<file path="src/rtl/al_accel_bpbuf_unpack_if.sv">
// al_accel_bpbuf_unpack_if
//   Control, word-side and pixel-side signals of the bypass-buffer unpacker.
//   master : the environment (drives control, words, px_rdy).
//   slave  : the unpacker (drives word_rdy, pixels, status).
//   enb/start/len       stage enable, transfer start pulse, pixel count
//   word_di/vld/rdy     32-bit words from the bypass buffer
//   px_do/vld/rdy/last  pixel stream to the accelerator datapath
//   busy/done           transfer status
interface al_accel_bpbuf_unpack_if #(
  parameter int DW    = 32,
  parameter int PW    = 8,
  parameter int LEN_W = 16
);
  logic             enb;
  logic             start;
  logic [LEN_W-1:0] len;
  logic [DW-1:0]    word_di;
  logic             word_vld;
  logic             word_rdy;
  logic [PW-1:0]    px_do;
  logic             px_vld;
  logic             px_rdy;
  logic             px_last;
  logic             busy;
  logic             done;

  modport master (
    output enb, start, len, word_di, word_vld, px_rdy,
    input  word_rdy, px_do, px_vld, px_last, busy, done
  );

  modport slave (
    input  enb, start, len, word_di, word_vld, px_rdy,
    output word_rdy, px_do, px_vld, px_last, busy, done
  );
endinterface

</file>
<file path="src/rtl/al_accel_bpbuf_unpack.sv">
// al_accel_bpbuf_unpack
//   Takes DW-bit words from the bypass buffer and serialises them into PW-bit
//   pixels, least-significant lane first, until len pixels have been sent.
//   The last word may be only partly used; its leftover lanes are dropped.
//   Ports:
//     clk     rising-edge clock
//     resetn  asynchronous active-low reset
//     bus     al_accel_bpbuf_unpack_if.slave (control, word and pixel sides)

// One lane of the output select: passes its byte when it is the active lane.
module al_accel_bpbuf_unpack_lane #(
  parameter int PW     = 8,
  parameter int LANE_W = 2,
  parameter int IDX    = 0
) (
  input  logic [LANE_W-1:0] lane_sel,
  input  logic [PW-1:0]     lane_px,
  output logic [PW-1:0]     lane_out
);
  assign lane_out = (lane_sel == LANE_W'(IDX)) ? lane_px : '0;
endmodule

module al_accel_bpbuf_unpack #(
  parameter int DW    = 32,
  parameter int PW    = 8,
  parameter int LEN_W = 16
) (
  input logic                     clk,
  input logic                     resetn,
  al_accel_bpbuf_unpack_if.slave  bus
);
  localparam int NUM_LANES = DW / PW;
  localparam int LANE_W    = (NUM_LANES > 1) ? $clog2(NUM_LANES) : 1;

  typedef enum logic [1:0] {IDLE, FETCH, EMIT, DONE} state_t;

  state_t                        state_q;
  logic [LEN_W-1:0]              rem_q;
  logic [LANE_W-1:0]             lane_q;
  logic [NUM_LANES-1:0][PW-1:0]  word_q;
  logic [NUM_LANES-1:0][PW-1:0]  lane_out;
  logic [PW-1:0]                 px_sel;

  // Registered state decodes; these, not combinational logic on the
  // handshake inputs, feed the outputs.
  logic fetch_q, emit_q, done_q, busy_q, last_q;
  logic px_vld;

  for (genvar g = 0; g < NUM_LANES; g++) begin : g_lane
    al_accel_bpbuf_unpack_lane #(.PW(PW), .LANE_W(LANE_W), .IDX(g)) u_lane (
      .lane_sel (lane_q),
      .lane_px  (word_q[g]),
      .lane_out (lane_out[g])
    );
  end

  always_comb begin
    px_sel = '0;
    for (int i = 0; i < NUM_LANES; i++) px_sel |= lane_out[i];
  end

  // enb gates every handshake strobe so nothing completes while frozen.
  assign px_vld       = emit_q & bus.enb;
  assign bus.px_vld   = px_vld;
  assign bus.word_rdy = fetch_q & bus.enb;
  assign bus.done     = done_q & bus.enb;
  assign bus.px_last  = last_q & bus.enb;
  assign bus.busy     = busy_q;
  assign bus.px_do    = px_vld ? px_sel : '0;

  always_ff @(posedge clk or negedge resetn) begin
    if (!resetn) begin
      state_q <= IDLE;
      rem_q   <= '0;
      lane_q  <= '0;
      word_q  <= '0;
      fetch_q <= 1'b0;
      emit_q  <= 1'b0;
      done_q  <= 1'b0;
      busy_q  <= 1'b0;
      last_q  <= 1'b0;
    end else if (bus.enb) begin
      case (state_q)
        IDLE: begin
          if (bus.start) begin
            busy_q <= 1'b1;
            if (bus.len != '0) begin
              rem_q   <= bus.len;
              state_q <= FETCH;
              fetch_q <= 1'b1;
            end else begin
              // Zero-length transfer: report completion without fetching.
              state_q <= DONE;
              done_q  <= 1'b1;
            end
          end
        end
        FETCH: begin
          if (bus.word_vld) begin
            word_q  <= bus.word_di;
            lane_q  <= '0;
            state_q <= EMIT;
            fetch_q <= 1'b0;
            emit_q  <= 1'b1;
            last_q  <= (rem_q == LEN_W'(1));
          end
        end
        EMIT: begin
          if (bus.px_rdy) begin
            rem_q <= rem_q - LEN_W'(1);
            if (rem_q == LEN_W'(1)) begin
              state_q <= DONE;
              emit_q  <= 1'b0;
              last_q  <= 1'b0;
              done_q  <= 1'b1;
            end else if (lane_q == LANE_W'(NUM_LANES - 1)) begin
              // Word exhausted; lane is reloaded to 0 when the next word lands.
              state_q <= FETCH;
              emit_q  <= 1'b0;
              last_q  <= 1'b0;
              fetch_q <= 1'b1;
            end else begin
              lane_q <= lane_q + LANE_W'(1);
              last_q <= (rem_q == LEN_W'(2));
            end
          end
        end
        DONE: begin
          state_q <= IDLE;
          done_q  <= 1'b0;
          busy_q  <= 1'b0;
        end
        default: begin
          state_q <= IDLE;
          fetch_q <= 1'b0;
          emit_q  <= 1'b0;
          done_q  <= 1'b0;
          busy_q  <= 1'b0;
          last_q  <= 1'b0;
        end
      endcase
    end
  end
endmodule
</file>
<file path="src/flat_wrapper.sv">
// flat-port wrapper written by rule: the top's interface ports become plain ports
module al_accel_bpbuf_unpack_flat 
#(
  parameter int DW    = 32,
  parameter int PW    = 8,
  parameter int LEN_W = 16
)
  (clk, resetn, bus_enb, bus_start, bus_len, bus_word_di, bus_word_vld, bus_px_rdy, bus_word_rdy, bus_px_do, bus_px_vld, bus_px_last, bus_busy, bus_done);
  al_accel_bpbuf_unpack_if #(.DW(DW), .PW(PW), .LEN_W(LEN_W)) bus_i ();
  input logic clk;
  input logic resetn;
  input wire logic [$bits(bus_i.enb)-1:0] bus_enb;
  input wire logic [$bits(bus_i.start)-1:0] bus_start;
  input wire logic [$bits(bus_i.len)-1:0] bus_len;
  input wire logic [$bits(bus_i.word_di)-1:0] bus_word_di;
  input wire logic [$bits(bus_i.word_vld)-1:0] bus_word_vld;
  input wire logic [$bits(bus_i.px_rdy)-1:0] bus_px_rdy;
  output wire logic [$bits(bus_i.word_rdy)-1:0] bus_word_rdy;
  output wire logic [$bits(bus_i.px_do)-1:0] bus_px_do;
  output wire logic [$bits(bus_i.px_vld)-1:0] bus_px_vld;
  output wire logic [$bits(bus_i.px_last)-1:0] bus_px_last;
  output wire logic [$bits(bus_i.busy)-1:0] bus_busy;
  output wire logic [$bits(bus_i.done)-1:0] bus_done;
  assign bus_i.enb = bus_enb;
  assign bus_i.start = bus_start;
  assign bus_i.len = bus_len;
  assign bus_i.word_di = bus_word_di;
  assign bus_i.word_vld = bus_word_vld;
  assign bus_i.px_rdy = bus_px_rdy;
  assign bus_word_rdy = bus_i.word_rdy;
  assign bus_px_do = bus_i.px_do;
  assign bus_px_vld = bus_i.px_vld;
  assign bus_px_last = bus_i.px_last;
  assign bus_busy = bus_i.busy;
  assign bus_done = bus_i.done;
  al_accel_bpbuf_unpack #(.DW(DW), .PW(PW), .LEN_W(LEN_W)) u_core (.clk(clk), .resetn(resetn), .bus(bus_i));
endmodule
</file>
<file path="config.mk">
export PLATFORM = sky130hd
export DESIGN_NAME = al_accel_bpbuf_unpack_flat
export DESIGN_NICKNAME = d
export VERILOG_FILES = /design/src/rtl/al_accel_bpbuf_unpack_if.sv /design/src/rtl/al_accel_bpbuf_unpack.sv /design/src/flat_wrapper.sv
export SDC_FILE = /design/constraint.sdc
export NUM_CORES = 1
export LEC_CHECK = 0
export ABC_AREA = 1
export BUFFER_PORTS_ARGS = -buffer_cell sky130_fd_sc_hd__buf_2
export CAP_MARGIN = 10
export CORE_MARGIN = 10
export CORE_UTILIZATION = 56
export CTS_CLUSTER_DIAMETER = 30
export DETAILED_ROUTE_END_ITERATION = 16
export GPL_TIMING_DRIVEN = 0
export PLACE_DENSITY_LB_ADDON = 0.08
export SYNTH_ARGS = -nofsm -noshare
export SYNTH_HDL_FRONTEND = slang
export SYNTH_SLANG_ARGS = --single-unit
</file>
<file path="constraint.sdc">
create_clock -name clk -period 2.01 [get_ports clk]
set_input_delay 0.201 -clock clk [delete_from_list [all_inputs] [get_ports clk]]
set_output_delay 0.201 -clock clk [all_outputs]
set_load 0.01 [all_outputs]
</file>
[After elaboration in Yosys (flattened, before gate mapping)]
Cells that the tools add are included.
Word-level totals
  ROM bits: 0
  latch bits: 0
  register bits: 57
  input bits: 54
  output and inout bits: 13
  RAM bits: 0
  memories kept: 0
Operators by class
  reduce and logical (&&, ||, !) cells: 17
  shift operators: 0
  $mul: 0
  bitwise gates (word level): 7
  add/subtract/negate cells: 2
  $lt $le $gt $ge: 0
  eq/ne operators: 18
  multiplexer cells: 45
  div/mod/pow operators: 0
Operator list (number)
  $mux 16: 3
  $mux 8: 5
  $pmux 16 s2: 1
  $or 8x8->8: 3
  $mux 2: 10
  $mux 1: 19
  $eq 16x1->1 const B: 1
  $eq 16x2->1 const B: 1
  $reduce_bool 16->1: 1
  $sub 16x1->16 const B: 1
  $reduce_and 5->1: 3
  $ne 2x2->1 const B: 6
  $reduce_and 6->1: 2
  $eq 2x2->1 const B: 4
  $pmux 2 s4: 1
  $reduce_and 8->1: 1
  $ne 2x1->1 const B: 3
  $pmux 1 s2: 3
  $pmux 1 s3: 2
  $reduce_and 3->1: 2
  $reduce_bool 2->1: 3
  $reduce_bool 3->1: 2
  $and 1x1->1: 4
  $eq 2x1->1 const B: 2
  5 further kinds: 6

[Depth between registers and ports, before layout]
  depth in word-level cells: 6
  gate-level depth with buffers: 12
  gate-level depth less buffers: 11

[Modules after synthesis]
Synthesis repeated with hierarchy kept, for this count alone.
Unflattened totals
  cell total of the unflattened synthesis: 532
  area total of the unflattened synthesis: 3505.9 µm²
By module, submodules not included
  al_accel_bpbuf_unpack: sequential area each 1426.4 µm², area each 3200.6 µm², cells each 460, times used 1
  al_accel_bpbuf_unpack_lane (u_core.g_lane[1].u_lane ...): sequential area each 0.0 µm², area each 70.1 µm², cells each 18, times used 2
  al_accel_bpbuf_unpack_lane (u_core.g_lane[0].u_lane): sequential area each 0.0 µm², area each 98.8 µm², cells each 19, times used 1
  al_accel_bpbuf_unpack_lane (u_core.g_lane[3].u_lane): sequential area each 0.0 µm², area each 66.3 µm², cells each 17, times used 1

[Worst setup path before layout]
No wires, ideal clock.
  path kind: reg-to-reg
  start: register u_core.state_q[0]
  end: register u_core.rem_q[11]
  buffers on the path: 1
  data arrival time: 1465 ps
  data required time: 1890 ps
  library setup time: 120 ps
  stages on the path, launching flop included: 12
  setup slack: 425 ps
  path through: dfrtp_1 inv_1 ha_1 inv_2 nor2_2 inv_2 nand3_4 nor2_4 nand2_4 buf_6 o21ai_1 nand2_1
On the way
  word-level cells in the longest chain between the ends: 3
  elaborated cells between the ends (all ways): 8
RTL lines
  start: declaration: line al_accel_bpbuf_unpack.sv:37  | state_t state_q;
  start signal: assignment: line al_accel_bpbuf_unpack.sv:73  | state_q <= IDLE;
  start signal: assignment: line al_accel_bpbuf_unpack.sv:89  | state_q <= FETCH;
  start signal: assignment: line al_accel_bpbuf_unpack.sv:93  | state_q <= DONE;
  $eq 2x2->1 / $logic_not 2->1 (equally long branches): line al_accel_bpbuf_unpack.sv:83  | case (state_q)
  $ne 2x2->1 (no line), or another cell as far along
  $reduce_and 5->1 (no line)
  end signal: assignment: line al_accel_bpbuf_unpack.sv:88  | rem_q <= bus.len;
  end signal: assignment: line al_accel_bpbuf_unpack.sv:110  | rem_q <= rem_q - LEN_W'(1);
  end: declaration: line al_accel_bpbuf_unpack.sv:38  | logic [LEN_W-1:0] rem_q;
Several ways; a longest one is shown, not always the timed one.
A chain may end at the register's enable or synchronous reset.

[Worst setup path in the final report]
Ends and elaborated chain as after synthesis.

==> impl_metrics.py <==
metrics = {
    "run_status": {
        "status": "complete, no violations",
    },
    "hold_path": {
        "whs_endpoint": "u_core.word_q[8]",
        "hold_path.class": "in2reg",
        "hp-start": "bus_word_di[8]",
        "min_path_cells": 2,
    },
    "synthesis": {
        "synth_edf_count": 0,
        "syn-cell-area_um2": 3420,
        "ys_ff_latch": 57,
        "synth_top_cell_by_area": "dfrtp_1",
        "avgSynthCellArea_um2": 8.06,
        "synth_cells": 424,
        "yosysUniqueCellTypes": 37,
        "yosysWarnings": 0,
        "synthArstFlopShare_pct": 100,
        "yosysMostFrequentCell": "nand2_1",
        "syn_nets": 490,
        "synth_ff_type": "dfrtp_1",
        "yosys-top-cells-area": "dfrtp_1 42%, nand2_1 15%, mux2_2 9.5%",
        "yosysTopAreaCellShare_pct": 41.7,
        "ys_seq_area_share_pct": 41.7,
        "synth_commonest_cells": "140 x nand2_1, 57 x dfrtp_1, 55 x nor2_1",
    },
    "power_and_ir_drop": {
        "p_sw_share_pct": 40.1,
        "power_switching_w": 0.00232,
        "clockPowerShare_pct": 21.3,
        "pwr-share-seq_pct": 36.6,
        "ir_worst_vdd_uv": 667,
        "p_leak_nw": 2.05,
        "p_per_area_nw_per_um2": 1410,
        "power.internal_w": 0.00347,
        "combPwrFrac_pct": 42.1,
    },
    "setup_path": {
        "crit_type": "reg2reg",
        "rrSetupSlack_ns": 0.14,
        "worstPathCellList": "inv_1 -> ha_1 -> inv_2 -> nor2_2 -> inv_2 -> nand3_4 -> nor2_4 -> nand2_4 -> buf_6 -> o21ai_1 -> nand2_1",
        "critPathCaptureType": "flop",
        "critical_path.max_fanout": 10,
        "worst_setup_path_start_kind": "flop",
        "cp_common_cell": "inv_2",
        "path_buf_inv": 4,
        "critPathRequiredTime_ns": 2.23,
        "arrival_ns": 2.09,
        "cpMaxStageDelayCell": "dfrtp_1",
        "r2r_cells": 11,
        "r2r-start": "u_core.state_q[0]",
        "r2r_end": "u_core.rem_q[11]",
        "cp_top_family": "simple AND/OR/NAND/NOR gates",
        "cpPeakStageDelay_ns": 0.42,
    },
    "die": {
        "die-area_um2": 9630,
        "die_h_um": 98.1,
        "ios": 67,
        "fp.dieW_um": 98.1,
        "core-area_um2": 5920,
        "rows": 28,
        "floorplan.initialDensity_pct": 57.8,
    },
    "global_route": {
        "antenna_found_initial": 0,
        "grt_pass1_wl_um": 14300,
        "grt_max_degree": 37,
        "grt_pass1_vias": 3034,
        "track_usage_pct": 18.0,
        "overflow": 0,
    },
    "place": {
        "place_ws_ns": 0.177,
        "place_congestion": 0.826,
        "dp_hpwl_um": 6460,
        "place.port_buffers": 65,
        "dpl.cell_count": 565,
    },
    "routing": {
        "via_count": 3021,
        "ant_nets": 0,
        "remaining_drc_errors": 0,
        "dr.pass1.iters": 5,
        "wl_um": 8760,
        "post_drt_wl_per_cell_um": 15.1,
        "vias_per_cell": 5.21,
        "drt_iter0_markers": 188,
    },
    "finish": {
        "drive_gt1_share_pct": 29.7,
        "final-instance-count-excl-fill": 580,
        "final_net_count": 566,
        "area_growth_pct": 19.7,
        "fin_util_pct": 69.1,
        "n_antenna_cell": 0,
    },
    "sta": {
        "worst_hold_slack_ns": 0.0695,
        "post-route-period-util_pct": 92.8,
        "slew_headroom_pct": 63.1,
        "skew_ns": 0.0110,
        "setup_slack_ns": 0.144,
        "drv_slew": 0,
        "setup_viol": 0,
        "fmax_mhz": 536,
        "period_needed_ns": 1.87,
        "hold_viol": 0,
        "worstMarginPinSlew_ns": 0.553,
    },
    "cts": {
        "cts_tree": "built",
        "root_buffer": "clkbuf_8",
        "clock_sinks": 57,
        "h-tree-depth": 3,
        "worst_skew_pair.late_latency_ns": 0.34,
        "cts_made_buffers": 9,
        "cts_buffer_depth": 2,
        "cts.clk_slew.worst_paths_ns": 0.07,
    },
    "run": {
        "drv_cap": 0,
    },
}
==> registers in the layout, indices dropped and copies added, names as in the netlist <==
| register | count |
|---|---|
| u_core.last_q | 1 |
| u_core.word_q | 32 |
| u_core.rem_q | 16 |
| u_core.done_q | 1 |
| u_core.bus.busy | 1 |
| u_core.fetch_q | 1 |
| u_core.state_q | 2 |
| u_core.emit_q | 1 |
| u_core.lane_q | 2 |
==> stage by stage <==
stage / TNS (ns) / total power [W] / cell area (um^2)
finish: 0 / 0.00579 / 4090
global route: -0.0103 / 0.00625 / 4090
CTS: 0 / 0.00577 / 4080
detailed placement: 0 / 0.00453 / 3860
global placement: 0 / 0.00442 / 3840
floorplan: 0 / 0.00385 / 3420
==> worst max-delay path by stage <==
stage	start	end	slack, ns	depth (start not counted)
2_1_floorplan	u_core.state_q[0]	u_core.rem_q[11]	0.42	11
3_3_place_gp	u_core.state_q[0]	u_core.rem_q[7]	0.21	11
3_5_place_dp	u_core.state_q[0]	u_core.rem_q[2]	0.18	11
4_1_cts	u_core.lane_q[0]	bus_px_do[1]	0.06	5
5_1_grt	u_core.state_q[0]	u_core.rem_q[11]	-0.01	11
6_report	u_core.state_q[0]	u_core.rem_q[11]	0.14	11
==> layout make-up <==
type / count / area, um^2
Clock buffer: 11 / 141
Sequential cell: 57 / 1430
Tap cell: 75 / 93.8
Fill cell: 489 / 1830
Buffer: 11 / 83.8
Timing Repair Buffer: 68 / 363
Clock inverter: 5 / 78.8
Inverter: 36 / 138
Multi-Input combinational cell: 317 / 1770
==> cells by family after synthesis <==
| group | count (synthesis) | synth area share (%) |
|---|---|---|
| buf+inv | 50 | 6.81 |
| compound gates | 31 | 6.62 |
| flops | 57 | 41.7 |
| fa+ha+maj | 12 | 4.39 |
| simple gates | 242 | 29.9 |
| mux | 32 | 10.5 |
==> repair_timing <==
item	in CTS	in global routing
gates resized for setup	0	4
endpoints found under the setup margin	8	8
setup buffers	0	1
endpoints found under the hold margin	21	0
hold buffers	1	0
==> metal layers <==
layer,GRT usage (%),up-vias,part of all wire [%]
li1,-,1526,-
met2,29.7,74,48
met1,22.7,1413,46
met5,0,-,0
met4,5.84,0,1.0
met3,4.37,8,5.1
==> worst reg2reg max path, stage by stage, from the launching register on <==
cell and delay, ns:
dfrtp_1 0.42, inv_1 0.08, ha_1 0.29, inv_2 0.10
nor2_2 0.04, inv_2 0.09, nand3_4 0.08, nor2_4 0.16
nand2_4 0.11, buf_6 0.17, o21ai_1 0.13, nand2_1 0.07
==> layout by cell type, fill, tap and decap left out, drive strengths merged <==
| master | instances |
|---|---|
| nor2 | 61 |
| nand2 | 143 |
| nand3b | 1 |
| a31oi | 2 |
| a41oi | 8 |
| dlygate4sd3 | 1 |
| o21bai | 1 |
| ha | 12 |
| a21boi | 1 |
| a31o | 1 |
| a21oi | 2 |
| buf | 77 |
| bufinv | 2 |
| inv | 36 |
| dfrtp | 57 |
| nand4 | 6 |
| nand3 | 28 |
| clkinv | 3 |
| clkbuf | 12 |
| nor3 | 1 |
| or2 | 2 |
| o21ai | 16 |
| mux2 | 32 |
==> power by group through the flow <==
stage          combinational [W]  clock [W]  sequential, W
6_report                 0.00244    0.00123        0.00212
5_1_grt                  0.00278    0.00129        0.00218
4_1_cts                  0.00242    0.00124        0.00211
3_5_place_dp             0.00240          0        0.00213
3_3_place_gp             0.00233          0        0.00209
2_1_floorplan            0.00184          0        0.00201
No activity file was read; power rests on OpenSTA's default activity.
